$ cat src/rtl/video_ctrl_pkg.sv
`default_nettype none
// +----------------------------------------------------------------------+
// | Module   : video_ctrl_pkg                                            |
// | Purpose  : Shared command/response byte codes and state encodings    |
// |            for the serial video control block.                       |
// | Contents : CMD_START, CMD_STOP, CMD_COLOR, RSP_ACK, RSP_NAK,          |
// |            parse_state_t (command parser), rx_state_t (UART RX).     |
// | Revision : 1.0  initial release                                      |
// +----------------------------------------------------------------------+
package video_ctrl_pkg;

   localparam logic [7:0] CMD_START = 8'h53;  // 'S' : enable video
   localparam logic [7:0] CMD_STOP  = 8'h58;  // 'X' : disable video
   localparam logic [7:0] CMD_COLOR = 8'h43;  // 'C' : R, G, B bytes follow
   localparam logic [7:0] RSP_ACK   = 8'h06;
   localparam logic [7:0] RSP_NAK   = 8'h15;

   typedef enum logic [1:0] {
      ST_IDLE  = 2'd0,
      ST_GET_R = 2'd1,
      ST_GET_G = 2'd2,
      ST_GET_B = 2'd3
   } parse_state_t;

   typedef enum logic [2:0] {
      RX_IDLE      = 3'd0,
      RX_START     = 3'd1,
      RX_DATA      = 3'd2,
      RX_STOP      = 3'd3,
      RX_WAIT_HIGH = 3'd4
   } rx_state_t;

endpackage
`default_nettype wire

$ cat src/rtl/uart_rx_8n1.sv
`default_nettype none
// +----------------------------------------------------------------------+
// | Module   : uart_rx_8n1                                               |
// | Purpose  : 8N1 UART receiver with 2-FF input synchronizer, mid-bit   |
// |            sampling, false-start rejection and framing check.        |
// | Ports    : clk        in  clock                                      |
// |            reset_n    in  asynchronous active-low reset              |
// |            rx         in  serial input, idle high, asynchronous      |
// |            byte_valid out one-cycle strobe for a well-framed byte    |
// |            data       out received byte, valid with byte_valid       |
// | Revision : 1.0  initial release                                      |
// +----------------------------------------------------------------------+
module uart_rx_8n1
   import video_ctrl_pkg::*;
#(
   parameter int CLKS_PER_BIT = 217
) (
   input  logic       clk,
   input  logic       reset_n,
   input  logic       rx,
   output logic       byte_valid,
   output logic [7:0] data
);

   localparam int CW = (CLKS_PER_BIT > 1) ? $clog2(CLKS_PER_BIT) : 1;
   localparam logic [CW-1:0] LAST_TICK = CW'(CLKS_PER_BIT - 1);
   localparam logic [CW-1:0] HALF_TICK = CW'(CLKS_PER_BIT / 2 - 1);

   logic          rx_meta;
   logic          rx_sync;
   logic          rx_prev;
   rx_state_t     state;
   logic [CW-1:0] tick;
   logic [2:0]    bit_idx;
   logic [7:0]    shift;

   always_ff @(posedge clk or negedge reset_n) begin
      if (!reset_n) begin
         rx_meta <= 1'b1;
         rx_sync <= 1'b1;
         rx_prev <= 1'b1;
      end else begin
         rx_meta <= rx;
         rx_sync <= rx_meta;
         rx_prev <= rx_sync;
      end
   end

   always_ff @(posedge clk or negedge reset_n) begin
      if (!reset_n) begin
         state      <= RX_IDLE;
         tick       <= '0;
         bit_idx    <= '0;
         shift      <= '0;
         data       <= '0;
         byte_valid <= 1'b0;
      end else begin
         byte_valid <= 1'b0;
         case (state)
            RX_IDLE: begin
               if (rx_prev && !rx_sync) begin
                  state <= RX_START;
                  tick  <= '0;
               end
            end
            RX_START: begin
               // Half a bit in: a line back high means a glitch, not a start bit.
               if (tick == HALF_TICK) begin
                  tick <= '0;
                  if (rx_sync) begin
                     state <= RX_IDLE;
                  end else begin
                     state   <= RX_DATA;
                     bit_idx <= '0;
                  end
               end else begin
                  tick <= tick + 1'b1;
               end
            end
            RX_DATA: begin
               if (tick == LAST_TICK) begin
                  tick  <= '0;
                  shift <= {rx_sync, shift[7:1]};
                  if (bit_idx == 3'd7) begin
                     state <= RX_STOP;
                  end else begin
                     bit_idx <= bit_idx + 3'd1;
                  end
               end else begin
                  tick <= tick + 1'b1;
               end
            end
            RX_STOP: begin
               if (tick == LAST_TICK) begin
                  tick <= '0;
                  if (rx_sync) begin
                     byte_valid <= 1'b1;
                     data       <= shift;
                     state      <= RX_IDLE;
                  end else begin
                     // Framing error: drop the byte and re-arm only once the
                     // line has returned to idle.
                     state <= RX_WAIT_HIGH;
                  end
               end else begin
                  tick <= tick + 1'b1;
               end
            end
            RX_WAIT_HIGH: begin
               if (rx_sync) begin
                  state <= RX_IDLE;
               end
            end
            default: state <= RX_IDLE;
         endcase
      end
   end

endmodule
`default_nettype wire

$ cat src/rtl/serial_video_ctrl.sv
`default_nettype none
// +----------------------------------------------------------------------+
// | Module   : serial_video_ctrl                                         |
// | Purpose  : UART command interface for the HDMI output path: video    |
// |            enable, solid fill colour, ACK/NAK responses on TX.       |
// | Ports    : clk      in  pixel clock                                  |
// |            reset_n  in  asynchronous active-low reset                |
// |            rx       in  UART from host, idle high                    |
// |            tx       out UART to host, idle high                      |
// |            tx_busy  out response frame on the line                   |
// |            vid_en   out video enable (HDMI reset release)            |
// |            fill_r/g/b out 8 solid fill colour                        |
// |            led      out 8 last well-framed byte received             |
// | Revision : 1.0  initial release                                      |
// +----------------------------------------------------------------------+
module serial_video_ctrl
   import video_ctrl_pkg::*;
#(
   parameter int CLK_HZ       = 25_000_000,
   parameter int BAUD         = 115200,
   parameter int TIMEOUT_CLKS = 2_500_000
) (
   input  logic       clk,
   input  logic       reset_n,
   input  logic       rx,
   output logic       tx,
   output logic       tx_busy,
   output logic       vid_en,
   output logic [7:0] fill_r,
   output logic [7:0] fill_g,
   output logic [7:0] fill_b,
   output logic [7:0] led
);

   localparam int CLKS_PER_BIT = CLK_HZ / BAUD;
   localparam int BCW = (CLKS_PER_BIT > 1) ? $clog2(CLKS_PER_BIT) : 1;
   localparam int TCW = (TIMEOUT_CLKS > 1) ? $clog2(TIMEOUT_CLKS) : 1;
   localparam logic [BCW-1:0] BIT_LAST = BCW'(CLKS_PER_BIT - 1);
   localparam logic [TCW-1:0] TMO_LAST = TCW'(TIMEOUT_CLKS - 1);

   logic         byte_valid;
   logic [7:0]   rx_data;

   uart_rx_8n1 #(
      .CLKS_PER_BIT (CLKS_PER_BIT)
   ) u_rx (
      .clk        (clk),
      .reset_n    (reset_n),
      .rx         (rx),
      .byte_valid (byte_valid),
      .data       (rx_data)
   );

   // ---------------------------------------------------------------- parser
   parse_state_t   pstate;
   logic [TCW-1:0] tmo_cnt;
   logic [7:0]     shadow_r;
   logic [7:0]     shadow_g;
   logic           rsp_valid;
   logic [7:0]     rsp_data;

   always_ff @(posedge clk or negedge reset_n) begin
      if (!reset_n) begin
         pstate    <= ST_IDLE;
         tmo_cnt   <= '0;
         shadow_r  <= '0;
         shadow_g  <= '0;
         rsp_valid <= 1'b0;
         rsp_data  <= '0;
         vid_en    <= 1'b0;
         fill_r    <= '0;
         fill_g    <= '0;
         fill_b    <= '0;
         led       <= '0;
      end else begin
         rsp_valid <= 1'b0;
         if (byte_valid) begin
            led <= rx_data;
         end
         case (pstate)
            ST_IDLE: begin
               if (byte_valid) begin
                  case (rx_data)
                     CMD_START: begin
                        vid_en    <= 1'b1;
                        rsp_valid <= 1'b1;
                        rsp_data  <= RSP_ACK;
                     end
                     CMD_STOP: begin
                        vid_en    <= 1'b0;
                        rsp_valid <= 1'b1;
                        rsp_data  <= RSP_ACK;
                     end
                     CMD_COLOR: begin
                        pstate  <= ST_GET_R;
                        tmo_cnt <= '0;
                     end
                     default: begin
                        rsp_valid <= 1'b1;
                        rsp_data  <= RSP_NAK;
                     end
                  endcase
               end
            end
            ST_GET_R, ST_GET_G, ST_GET_B: begin
               if (byte_valid) begin
                  tmo_cnt <= '0;
                  if (pstate == ST_GET_R) begin
                     shadow_r <= rx_data;
                     pstate   <= ST_GET_G;
                  end else if (pstate == ST_GET_G) begin
                     shadow_g <= rx_data;
                     pstate   <= ST_GET_B;
                  end else begin
                     // All three channels change on the same edge so the
                     // pixel mux never shows a mixed colour.
                     fill_r    <= shadow_r;
                     fill_g    <= shadow_g;
                     fill_b    <= rx_data;
                     rsp_valid <= 1'b1;
                     rsp_data  <= RSP_ACK;
                     pstate    <= ST_IDLE;
                  end
               end else if (tmo_cnt == TMO_LAST) begin
                  // This cycle is the TIMEOUT_CLKS-th idle clock.
                  rsp_valid <= 1'b1;
                  rsp_data  <= RSP_NAK;
                  shadow_r  <= '0;
                  shadow_g  <= '0;
                  tmo_cnt   <= '0;
                  pstate    <= ST_IDLE;
               end else begin
                  tmo_cnt <= tmo_cnt + 1'b1;
               end
            end
            default: pstate <= ST_IDLE;
         endcase
      end
   end

   // ------------------------------------------------------------ TX shifter
   logic           pend_valid;
   logic [7:0]     pend_data;
   logic [BCW-1:0] tx_tick;
   logic [3:0]     tx_idx;
   logic [8:0]     tx_shift;

   logic           have_rsp;
   logic [7:0]     next_rsp;
   logic           bit_end;
   logic           frame_end;
   logic           launch;

   // A fresh response bypasses the pending register so an idle TX starts
   // on the very next cycle; a fresh one also supersedes anything pending.
   assign have_rsp  = rsp_valid | pend_valid;
   assign next_rsp  = rsp_valid ? rsp_data : pend_data;
   assign bit_end   = tx_busy && (tx_tick == BIT_LAST);
   assign frame_end = bit_end && (tx_idx == 4'd9);
   assign launch    = have_rsp && (!tx_busy || frame_end);

   always_ff @(posedge clk or negedge reset_n) begin
      if (!reset_n) begin
         tx         <= 1'b1;
         tx_busy    <= 1'b0;
         pend_valid <= 1'b0;
         pend_data  <= '0;
         tx_tick    <= '0;
         tx_idx     <= '0;
         tx_shift   <= '1;
      end else begin
         if (launch) begin
            tx         <= 1'b0;
            tx_busy    <= 1'b1;
            tx_shift   <= {1'b1, next_rsp};
            tx_tick    <= '0;
            tx_idx     <= '0;
            pend_valid <= 1'b0;
         end else begin
            if (rsp_valid) begin
               pend_valid <= 1'b1;
               pend_data  <= rsp_data;
            end
            if (frame_end) begin
               tx      <= 1'b1;
               tx_busy <= 1'b0;
               tx_tick <= '0;
            end else if (bit_end) begin
               tx       <= tx_shift[0];
               tx_shift <= {1'b1, tx_shift[8:1]};
               tx_idx   <= tx_idx + 4'd1;
               tx_tick  <= '0;
            end else if (tx_busy) begin
               tx_tick <= tx_tick + 1'b1;
            end
         end
      end
   end

endmodule
`default_nettype wire

$ cat config.mk
export PLATFORM = sky130hd
export DESIGN_NAME = serial_video_ctrl
export DESIGN_NICKNAME = d
export VERILOG_FILES = /design/src/rtl/video_ctrl_pkg.sv /design/src/rtl/uart_rx_8n1.sv /design/src/rtl/serial_video_ctrl.sv
export SDC_FILE = /design/constraint.sdc
export NUM_CORES = 1
export LEC_CHECK = 0
export ABC_CLOCK_PERIOD_IN_PS = 2000
export CORE_ASPECT_RATIO = 0.7
export CORE_MARGIN = 4
export CORE_UTILIZATION = 47
export CTS_CLUSTER_SIZE = 14
export DETAILED_ROUTE_END_ITERATION = 8
export HOLD_SLACK_MARGIN = 0.15
export PLACE_DENSITY_LB_ADDON = 0.2
export SLEW_MARGIN = 5
export SYNTH_ARGS = -nofsm -noshare
export SYNTH_HDL_FRONTEND = slang
export SYNTH_SLANG_ARGS = --single-unit
$ cat constraint.sdc
create_clock -name clk -period 2 [get_ports clk]
set_input_delay 0.2 -clock clk [delete_from_list [all_inputs] [get_ports clk]]
set_output_delay 0.2 -clock clk [all_outputs]
set_load 0.02 [all_outputs]
; ---- Word-level counts from Yosys, hierarchy flattened
; Index checks and enable logic that the tools add are counted.
[op_classes]
add_sub_neg = 5
n_mul = 0
div = 0
n_lt_le_gt_ge = 0
n_eq_ne = 34
shift = 0
muxes = 72
bitwise = 3
reduce_logical = 34
[ops]
columns = op, n
row1 = $mux W8, 19
row2 = $mux W22, 4
row3 = $pmux W22 S2, 1
row4 = $mux W3, 11
row5 = $eq A8 B7 Y1 const B, 4
row6 = $pmux W8 S2, 2
row7 = $mux W9, 3
row8 = $pmux W8 S3, 1
row9 = $add A22 B1 Y22 const B, 1
row10 = $eq A22 B22 Y1 const B, 1
row11 = $ne A2 B1 Y1 const B, 9
row12 = $add A8 B1 Y8 const B, 2
row13 = $eq A8 B8 Y1 const B, 2
row14 = $mux W1, 16
row15 = $pmux W3 S5, 1
row16 = $mux W2, 7
row17 = $mux W4, 3
row18 = $ne A2 B2 Y1 const B, 6
row19 = $reduce_and A3 Y1, 4
row20 = $reduce_bool A2 Y1, 6
row21 = $reduce_and A5 Y1, 2
row22 = $reduce_and A2 Y1, 4
row23 = $reduce_and A4 Y1, 2
row24 = $eq A3 B2 Y1 const B, 2
row25 = 24 further kinds, 35
[totals]
register_bits = 148
latchBits = 0
mem_bits_rw = 0
mem_bits_ro = 0
input_bits = 3
out_inout_bits = 35
wordCells = 175
n_memories = 0

; ---- Depth between registers and ports, before layout
[logic_depth]
ltp_word = 7
depth_mapped = 8
depth_no_buf = 7

; ---- By module
; Synthesis repeated with hierarchy kept, for this count alone.
[hier_totals]
cells_unflattened = 616
area_unflattened_um2 = 6749.0
[modules_own_cells]
columns = module, n_inst, cells_per_inst, area_each_um2, seq_area_each_um2
row1 = serial_video_ctrl, 1, 470, 5109.9, 2713.9
row2 = uart_rx_8n1, 1, 146, 1639.1, 854.6

; ---- Worst setup path before layout
; No wires, ideal clock.
[synth_path]
kind = register to register
from = register pstate[0]
to = register rsp_data[0]
setup_ps = 125
t_arrival_ps = 1880
required_ps = 1875
slack_ps = -5
path_stages_with_launch = 9
path_buffers = 1
period_less_slack_ps = 2005
path_cell_list = dfrtp_1 > inv_1 > ha_1 > clkbuf_1 > inv_1 > nand2_1 > nor4_1 > a31oi_1 > mux2_2
[synth_via]
elab_chain_cells = 4
word_cells_on_any_way = 12
classes_between = eq/ne: 8 / mux: 1 / reduce/logical: 3
[synth_rtl]
columns = element, line_no
row1 = from (decl), serial_video_ctrl.sv:55  ; parse_state_t pstate;
row2 = from (signal assigned), serial_video_ctrl.sv:64  ; pstate <= ST_IDLE;
row3 = from (signal assigned), serial_video_ctrl.sv:95  ; pstate <= ST_GET_R;
row4 = from (signal assigned), serial_video_ctrl.sv:110  ; pstate <= ST_GET_G;
row5 = "$eq A2 B1 Y1, or another cell as far along", "serial_video_ctrl.sv:80, serial_video_ctrl.sv:108"
row6 = $reduce_or A3 Y1, serial_video_ctrl.sv:80  ; case (pstate)
row7 = $ne A3 B3 Y1 (no line) or $ne A3 B2 Y1 (tied branches), n/a
row8 = $reduce_and A5 Y1 (no line), n/a
row9 = to (signal assigned), serial_video_ctrl.sv:87  ; rsp_data <= RSP_ACK;
row10 = to (signal assigned), serial_video_ctrl.sv:92  ; rsp_data <= RSP_ACK;
row11 = to (signal assigned), serial_video_ctrl.sv:121  ; rsp_data <= RSP_ACK;
row12 = to (decl), serial_video_ctrl.sv:60  ; logic [7:0] rsp_data;
; Several ways; a longest one is shown, not always the timed one.
; A chain may end at the register's enable or synchronous reset.

; ---- Final worst setup path
[layout_path]
from = register tx_tick[0]
to = register tx_idx[2]
[layout_via]
elab_chain_cells = 7
word_cells_on_any_way = 9
classes_between = eq/ne: 2 / mux: 1 / reduce/logical: 6
[layout_rtl]
columns = element, line_no
row1 = from (decl), serial_video_ctrl.sv:144  ; logic [BCW-1:0] tx_tick;
row2 = from (signal assigned), serial_video_ctrl.sv:194  ; tx_tick <= tx_tick + 1'b1;
row3 = $eq A8 B8 Y1 (*), serial_video_ctrl.sv:158  ; assign bit_end = tx_busy && (tx_tick == BIT_LAST);
row4 = $logic_and A1 B1 Y1 (*), serial_video_ctrl.sv:158
row5 = $logic_and A1 B1 Y1, serial_video_ctrl.sv:159  ; assign frame_end = bit_end && (tx_idx == 4'd9);
row6 = $logic_or A1 B1 Y1, serial_video_ctrl.sv:160  ; assign launch = have_rsp && (!tx_busy || frame_end);
row7 = $logic_and A1 B1 Y1, serial_video_ctrl.sv:160
row8 = $ne A2 B1 Y1 (no line) or $reduce_bool A2 Y1 (tied branches), n/a
row9 = $reduce_and A2 Y1 (no line), n/a
row10 = to (signal assigned), serial_video_ctrl.sv:191  ; tx_idx <= tx_idx + 4'd1;
row11 = to (decl), serial_video_ctrl.sv:145  ; logic [3:0] tx_idx;
; Mark *: on every way between the ends. The rest lies on a longest branch, timed or not.

==> results.md <==
Global route
- **Total Routing Usage GR** 0.1932
- **met1 GRT Util** 0.2772
- **grt met3 use** 0.05808
- **first-pass GRT wire length** 24610 microns
- **pin count of the biggest net entering global routing** 59
- **total grt overflow** 0
- **number of antenna violations at the first check in global routing** 0
- **highest-utilization routing layer at the global route stage** met1
- **Global Route met2 Usage** 0.2759
- **via count of the first global-routing pass** 4905

Route
- **total wire length after detailed routing** 14420 microns
- **number of vias per cell** 5.607
- **first-iteration detailed-routing DRC count** 358
- **DRC violation count after routing** 0
- **antenna violation net count after detailed routing** 0
- **total iterations of the first detailed-routing run** 5
- **vias after detailed routing** 4973
- **wire length per cell after detailed routing** 16.26 microns

Floorplanning
- **std cell rows** 36
- **die footprint** 16110 sq um
- **core box area** 13870 sq um
- **Die Ht** 107.4 microns
- **I/O pin cnt** 38
- **initial core utilization** 0.4781
- **Die X** 150.0 microns

STA
- **fraction of the cycle the final worst path needs** 0.9612
- **final hold violation count** 0
- **normalized max-slew margin** 0.6383
- **final-layout worst hold slack** 182.6 ps
- **final-report setup violation count** 0
- **FMAX** 0.5202 GHz
- **Clock Skew** 8.780 ps
- **actual slew at the worst max-slew pin** 538.4 ps
- **unrepaired setup endpoints after global routing** true
- **pins over their slew limit** 0
- **Tmin final** 1922 ps

Power and ir drop
- **power density relative to cell area** 791.5 nW/um^2
- **leakage power** 0.003693 uW
- **Worst VDD drop** 0.0006163 V

Final layout
- **fraction of the core area covered by cells at the end of the flow** 0.5981
- **Antenna diodes** 0
- **Final #Nets** 702
- **share of cells above drive strength 1** 0.2697
- **area growth from synthesis to layout** 25.11%
- **final-layout fill cell count** 1161

Yosys
- **fraction of post-synthesis cell area in the top cell type by area** 0.4905
- **post-synth net total** 610
- **cell accounting for the most synthesized area** dfrtp_1
- **mean area per synthesized cell** 11.18 sq um
- **post-synthesis cell type count** 61
- **number of enable-type register cells in the synthesized netlist** 0
- **Mapped Cells** 593
- **ys flop type** dfrtp_1
- **combined area of all synthesized cells** 6633 sq um
- **Synthesis Warnings** 0
- **Seq cells post-synth** 142
- **Seq/Total Area, Yosys** 0.5380
- **async set-or-reset flop fraction in the synthesized netlist** 1.000
- **most area-consuming cells after synthesis** dfrtp_1, mux2_2, dfstp_2

Critical path
- **crit-path max FO** 7
- **source of the worst register-to-register timing path** tx_tick[0]$_DFFE_PN0P_
- **kind of end point of the critical path** register
- **slack of the worst reg-to-reg path** 80 ps
- **RR Endpoint** tx_idx[2]$_DFFE_PN0P_
- **data required time of the critical path** 2360 ps
- **critical path type** reg2reg
- **startpoint kind of the worst setup timing path** register
- **worst reg-to-reg path cell count** 7
- **critical path data arrival time** 2290 ps

Clocking
- **clock latency at the later pin of the worst-skew pair** 430 ps
- **Num Clock Sinks** 142
- **H-Tree Depth** 4
- **total clock buffers created by CTS** 17
- **clock slew seen by the registers of the worst setup and hold paths** 60 ps
- **clock tree root driver cell** clkbuf_16
- **maximum root-to-sink buffer count** 2
- **TritonCTS clock tree** yes

Min path
- **Min-Delay Path Depth** 1
- **type of the worst min-delay path** in2reg
- **Worst Hold Endpoint** u_rx.rx_meta$_DFF_PN1_
- **hold path startpoint** rx

Place
- **Placer Congestion** 0.8700
- **PortBufs** 37
- **placed wire-length estimate after detailed placement** 9918 microns

Flow run
- **Maximum Capacitance Violations** 0

Run status
- **status** finished clean

==> per-stage QoR <==
stage	area, sq um	instances	setup WS, ps	power, uW	TNS [ps]
after floorplan	6634	593	84.02	3335	0
after CTS	8204	884	12.01	6652	0
after global placement	7600	852	-26.09	3463	-26.09
after global routing	8298	887	-43.65	6852	-77.97
final	8298	887	77.61	6568	0
after detailed placement	7600	852	-55.99	3493	-113.1
==> critical path: stages, from the launching register on <==
cell      delay (ps)
dfrtp_1          390
inv_1             60
ha_1             130
nand2b_1         100
or3_4            410
a21o_4           240
or4_1            460
nand2_1           70
==> layout by cell type, fill, tap and decap left out, types with 12 or more instances in the layout <==
cell,count
nand2_1,45
inv_1,18
clkdlybuf4s50_1,36
ha_1,14
clkbuf_16,17
dfstp_2,12
mux2_2,54
dfrtp_1,130
o2bb2ai_1,16
o21ai_0,26
nor2_1,40
buf_4,55
nor2b_1,12
a21oi_1,33
nand3_1,15
==> synthesized netlist by cell type, types with 6 or more instances <==
| cell type | number |
|---|---|
| dfrtp_1 | 130 |
| mux2i_1 | 9 |
| nor3_1 | 11 |
| nand2b_1 | 8 |
| a31oi_1 | 6 |
| a221o_1 | 7 |
| nand2_1 | 46 |
| clkbuf_1 | 13 |
| mux2_2 | 54 |
| a21oi_1 | 33 |
| nor2_1 | 41 |
| o2bb2ai_1 | 16 |
| dfstp_2 | 12 |
| buf_2 | 10 |
| a22o_1 | 8 |
| a22oi_1 | 9 |
| and2_1 | 7 |
| inv_1 | 19 |
| nor2b_1 | 12 |
| nand3_1 | 15 |
| o21ai_0 | 26 |
| nand4_1 | 9 |
| ha_1 | 14 |
==> metal layers <==
layer | up-vias | share of wire
met3 | 26 | 0.051
met1 | 2472 | 0.49
met5 | - | 0
met2 | 112 | 0.45
li1 | 2363 | -
met4 | 0 | 0.017
==> cell families (layout without fill, tap and decap cells) <==
logic type	Yosys count	after routing	share of synthesized area
muxes	63	63	0.1053
xor gates and xnor gates	7	7	0.009244
and+or+nand+nor	190	190	0.1536
DFF	142	142	0.5380
buffers and inverters	42	146	0.02566
adders and majority gates	14	14	0.02641
AOI/OAI and AO/OA	135	135	0.1419
==> how the worst max path moves through the flow <==
| stage | start | endpoint | slack (ps) | cells after the start |
|---|---|---|---|---|
| after floorplan | pstate[0]$_DFFE_PN0P_ | rsp_data[0]$_DFFE_PN0P_ | 80 | 8 |
| after global placement | tmo_cnt[14]$_DFFE_PN0P_ | tmo_cnt[12]$_DFFE_PN0P_ | -30 | 5 |
| after detailed placement | tmo_cnt[14]$_DFFE_PN0P_ | tmo_cnt[12]$_DFFE_PN0P_ | -60 | 5 |
| after CTS | u_rx.tick[1]$_DFFE_PN0P_ | u_rx.data[7]$_DFFE_PN0P_ | 10 | 8 |
| after global routing | tx_idx[1]$_DFFE_PN0P_ | tx_shift[3]$_DFFE_PN1P_ | -40 | 8 |
| final | tx_tick[0]$_DFFE_PN0P_ | tx_idx[2]$_DFFE_PN0P_ | 80 | 7 |
==> area by class of cell <==
cell class              instances  area (sq um)  share of cell area
clock inverters                12         133.9             0.01613
well taps                     190         237.7             0.02865
multi-input cells             409          2979              0.3590
repair buffers                 96         854.6              0.1030
flip-flops and latches        142          3568              0.4300
inverters                      19         71.32            0.008595
clock buffers                  19         452.9             0.05458
==> flip-flops by register name, summed over array words and instances, names as in the netlist, 2 cells and up <==
signal	flops
u_rx.tick	8
rsp_data	3
fill_r	8
u_rx.shift	8
shadow_r	8
fill_g	8
u_rx.state	3
tx_tick	8
pstate	2
pend_data	8
shadow_g	8
tmo_cnt	22
u_rx.bit_idx	3
led	8
tx_shift	8
fill_b	8
u_rx.data	8
tx_idx	4
==> what timing repair did <==
action                                  CTS  global route
endpoints found under the setup margin   12            54
resized for setup                         2            15
endpoints found under the hold margin    54             0
setup buffers                             0             3
pin swaps                                 0             5
hold buffers                              1             0
==> power breakdown <==
part	switching, uW	internal, uW
registers	111	2960
clock network	1220	1900
logic	201	166
No activity file was read; power rests on OpenSTA's default activity.
